`config.mk`:
```
export PLATFORM = sky130hd
export DESIGN_NAME = sp_ram_sync_flat
export DESIGN_NICKNAME = d
export VERILOG_FILES = /design/src/rtl/sp_ram_sync_if.sv /design/src/rtl/sp_ram_sync.sv /design/src/flat_wrapper.sv
export SDC_FILE = /design/constraint.sdc
export NUM_CORES = 1
export LEC_CHECK = 0
export CORE_ASPECT_RATIO = 1.25
export CORE_MARGIN = 5
export CORE_UTILIZATION = 51
export CTS_BUF_LIST = sky130_fd_sc_hd__clkbuf_8
export DETAILED_ROUTE_END_ITERATION = 6
export GPL_ROUTABILITY_DRIVEN = 0
export PLACE_DENSITY = 0.78
export REMOVE_ABC_BUFFERS = 1
export SLEW_MARGIN = 20
export SYNTH_ARGS = -nofsm -noshare
export SYNTH_HDL_FRONTEND = slang
export SYNTH_SLANG_ARGS = --single-unit
```
`constraint.sdc`:
```
create_clock -name clk -period 1.6 [get_ports clk]
set_clock_uncertainty 0.2 [all_clocks]
set_input_delay 0.16 -clock clk [delete_from_list [all_inputs] [get_ports clk]]
set_output_delay 0.16 -clock clk [all_outputs]
set_load 0.005 [all_outputs]
```
`src/rtl/sp_ram_sync_if.sv`:
```
// Bus bundle for sp_ram_sync: write enable, shared address, write data and registered read data.
// With PARITY_CHECK_EN defined the bundle also carries the registered parity_err flag.
interface sp_ram_sync_if #(
    parameter int data_width = 8,
    parameter int addr_width = 4
) ();
    logic                  we;
    logic [addr_width-1:0] addr;
    logic [data_width-1:0] data_in;
    logic [data_width-1:0] data_out;
`ifdef PARITY_CHECK_EN
    logic                  parity_err;

    modport master (
        output we, addr, data_in,
        input  data_out, parity_err
    );

    modport slave (
        input  we, addr, data_in,
        output data_out, parity_err
    );
`else
    modport master (
        output we, addr, data_in,
        input  data_out
    );

    modport slave (
        input  we, addr, data_in,
        output data_out
    );
`endif
endinterface

```
`src/rtl/sp_ram_sync.sv`:
```
// Single-port synchronous RAM, registered read, write-first; the array itself is never reset.
// Optional macro PARITY_CHECK_EN stores an even-parity bit per word and flags mismatches on read.
module sp_ram_sync #(
    parameter int data_width = 8,
    parameter int addr_width = 4
) (
    input  logic         clk,
    input  logic         rst_n,
    sp_ram_sync_if.slave bus
);
    localparam int depth = 2 ** addr_width;
`ifdef PARITY_CHECK_EN
    localparam int word_width = data_width + 1;
`else
    localparam int word_width = data_width;
`endif

    logic [word_width-1:0] mem [depth];
    logic [word_width-1:0] wr_word;

    always_comb begin
`ifdef PARITY_CHECK_EN
        wr_word = {^bus.data_in, bus.data_in};
`else
        wr_word = bus.data_in;
`endif
    end

    // No reset on the array so it maps onto RAM primitives; writes are blocked during reset.
    always_ff @(posedge clk) begin
        if (rst_n && bus.we) begin
            mem[bus.addr] <= wr_word;
        end
    end

    always_ff @(posedge clk or negedge rst_n) begin
        if (!rst_n) begin
            bus.data_out <= '0;
        end else if (bus.we) begin
            bus.data_out <= bus.data_in;
        end else begin
            bus.data_out <= mem[bus.addr][data_width-1:0];
        end
    end

`ifdef PARITY_CHECK_EN
    // A stored word with even parity XORs to zero across all bits, data plus parity.
    always_ff @(posedge clk or negedge rst_n) begin
        if (!rst_n) begin
            bus.parity_err <= 1'b0;
        end else if (bus.we) begin
            bus.parity_err <= 1'b0;
        end else begin
            bus.parity_err <= ^mem[bus.addr];
        end
    end
`endif
endmodule

```
`src/flat_wrapper.sv`:
```
// flat-port wrapper written by rule: the top's interface ports become plain ports
module sp_ram_sync_flat 
#(
    parameter int data_width = 8,
    parameter int addr_width = 4
)
  (clk, rst_n, bus_we, bus_addr, bus_data_in, bus_data_out);
  sp_ram_sync_if #(.data_width(data_width), .addr_width(addr_width)) bus_i ();
  input  logic clk;
  input  logic rst_n;
  input wire logic [$bits(bus_i.we)-1:0] bus_we;
  input wire logic [$bits(bus_i.addr)-1:0] bus_addr;
  input wire logic [$bits(bus_i.data_in)-1:0] bus_data_in;
  output wire logic [$bits(bus_i.data_out)-1:0] bus_data_out;
  assign bus_i.we = bus_we;
  assign bus_i.addr = bus_addr;
  assign bus_i.data_in = bus_data_in;
  assign bus_data_out = bus_i.data_out;
  sp_ram_sync #(.data_width(data_width), .addr_width(addr_width)) u_core (.clk(clk), .rst_n(rst_n), .bus(bus_i));
endmodule
```
==> out/metrics.cfg <==
[floorplanning]
chipWidth_um = 101
start_util = 0.524
io_pins = 23
core-area_um2 = 10200
fp-row-count = 41
die_area_um2 = 12600
fp.dieH_um = 124

[routing]
met2_length_mm = 6.14
drtAntennaViolNets = 0
drc = 0
drt-met1-wl_mm = 4.34
vias = 3036
top_layer_used = met4
first_pass_iters = 5
wl_met3_um = 854
vias_per_cell = 6.02
wire_per_inst_um = 23.4
drt_iter0_drc = 274
wirelength_mm = 11.8

[power_and_ir_drop]
ir_worst_vdd_uv = 728
power_density_nw_per_um2 = 1050
p_leak_nw = 2.33

[layout]
area_delta_synth_final_pct = 25.7
final_cell_area_um2 = 6690
antenna_cells = 0
fin_nets = 378
layout_commonest_cell = edfxtp_1
drive_gt1_frac = 0.373
layout_common_cells = 128 x edfxtp_1, 51 x buf_4, 21 x mux4_2, 17 x clkbuf_8, 15 x mux2i_1

[setup_path]
critPathBufInv = 0
ff2ff_setup_slack_ns = -0.11
cp_top_family = multiplexers
cp-end-kind = flop
slowest_stage = mux4_2
path_cells = mux4_2 -> a2111oi_4 -> a21oi_2
crit_arrival_ns = 1.82
cp_max_fo = 1
crit_path_start_kind = flop
worstSetupPathType = flop to flop
crit_required_ns = 1.70
slowest_delay_ns = 0.52

[yosys]
synth-seq-area-share = 0.760
syn_area_um2 = 5320
synth-async-reset-ratio = 0.0588
synth_cells = 276
ys_ff_latch = 136
synth_cell_types = 28
synthFlopType = edfxtp_1
ys_warn_count = 0
synth_edf_count = 128
synth.avg_cell_area_um2 = 19.3

[status]
violations = setup timing
outcome = complete, but fails checks

[timing]
slew_viol_final = 0
fmax_mhz = 585
finalCritPeriodShare = 1.07
worst_pin_slew_ns = 0.465
hold_viol = 0
period_minus_slack_ns = 1.71
holdWs_ns = 0.235
setup_slack_ns = -0.111
rsz0062_at_grt = true
setup_viol = 17
slew_headroom = 0.688

[place]
dp_hpwl_mm = 7.20
placed_area_um2 = 6060
portBuffers = 22

[clock_tree]
cts-buffers-inserted = 17
clock_sinks = 136
root_buffer = clkbuf_8
clkTransAtPathRegs_ns = 0.07
clk_path_buf_depth = 2
tritoncts = built
clk-insertion-delay-late_ns = 0.43
cts_max_level = 4

[global_routing]
grt.total_usage = 0.194
grt_pass1_vias = 3081
grt_pass1_wl_mm = 17.3
antenna_found_initial = 0
grt_max_degree = 20
grt-ovfl-total = 0

[run]
maxCapViolCount = 0

[hold_path]
hold_class = primary input to flop

[cells in the mapped netlist (all sizes together), types with 5 or more instances]
| master | number | area, um2 |
|---|---|---|
| a21oi | 8 | 40.0 |
| buf | 11 | 63.8 |
| dfrtp | 8 | 200 |
| edfxtp | 128 | 3840 |
| mux2i | 16 | 160 |
| mux4 | 24 | 556 |
| nand2 | 5 | 18.8 |
| nand3 | 5 | 25.0 |
| nor2 | 23 | 86.3 |
| nor2b | 6 | 37.5 |
| nor3 | 8 | 40.0 |
[cells by family after synthesis]
group                  Yosys count  synth area share
buffers and inverters           19            0.0176
AND/OR/NAND/NOR                 53            0.0470
flip-flops                     136             0.760
multiplexers                    44             0.143
AO/OA/AOI/OAI                   24            0.0322
[per-layer routing]
| layer | GRT usage | up-vias |
|---|---|---|
| li1 | - | 1290 |
| met1 | 0.240 | 1548 |
| met2 | 0.317 | 166 |
| met3 | 0.0532 | 32 |
| met4 | 0.0923 | 0 |
| met5 | 0 | - |
[flip-flops by register name (all words and copies together), names as in the netlist]
| signal | count |
|---|---|
| u_core.bus.data_out | 8 |
| u_core.mem | 128 |
[worst min-delay path, stage by stage]
cell and delay, ns:
clkdlybuf4s50_1 0.51, inv_1 0.09, a2bb2oi_1 0.06
[worst paths after layout]
| path | startpoint | endpoint | cells past startpoint |
|---|---|---|---|
| hold reg to reg | u_core.mem[1][4] | u_core.bus.data_out[4] | 3 |
| setup / recovery | u_core.mem[12][3] | u_core.bus.data_out[3] | 3 |
| max in group asynchronous | rst_n | u_core.bus.data_out[5] | 3 |
| min in group asynchronous | rst_n | u_core.bus.data_out[2] | 3 |
| setup reg to reg | u_core.mem[12][3] | u_core.bus.data_out[3] | 3 |
| hold / removal | bus_data_in[4] | u_core.bus.data_out[4] | 3 |
[final cells by class]
cell class / instances / area [um2]
sequential: 136 / 4040
clock inverter: 14 / 118
timing repair buffer: 83 / 761
fill: 623 / 3470
clock buffer: 17 / 234
multi-input combinational: 121 / 1360
inverter: 4 / 15.0
tap: 129 / 161
[per-stage QoR]
step / TNS, ns / worst slack, ns / utilization / power (mW) / cells
floorplan: -1.42 / -0.175 / - / 4.21 / 261
global placement: -56.31 / -0.474 / 0.596 / 4.50 / 464
detailed placement: -61.21 / -0.519 / 0.596 / 4.52 / 464
CTS: -0.239 / -0.0902 / 0.640 / 6.99 / 497
global route: -3.04 / -0.141 / 0.658 / 7.26 / 504
finish: -0.473 / -0.111 / 0.658 / 7.00 / 504
[power breakdown]
group	total (mW)	switching, mW	internal, mW
Clock	2.49	1.16	1.33
Sequential	3.97	0.0184	3.95
Combinational	0.547	0.283	0.265
[repair_timing]
| action | in CTS | in global routing |
|---|---|---|
| endpoints found under the setup margin | 86 | 95 |
| hold buffers | 1 | 0 |
| endpoints found under the hold margin | 8 | 0 |
| gates cloned | 0 | 1 |
| setup buffers | 1 | 6 |
| pin swaps | 7 | 7 |
| gates resized for setup | 32 | 25 |
Note: power is estimated with default switching activity, not from simulation.
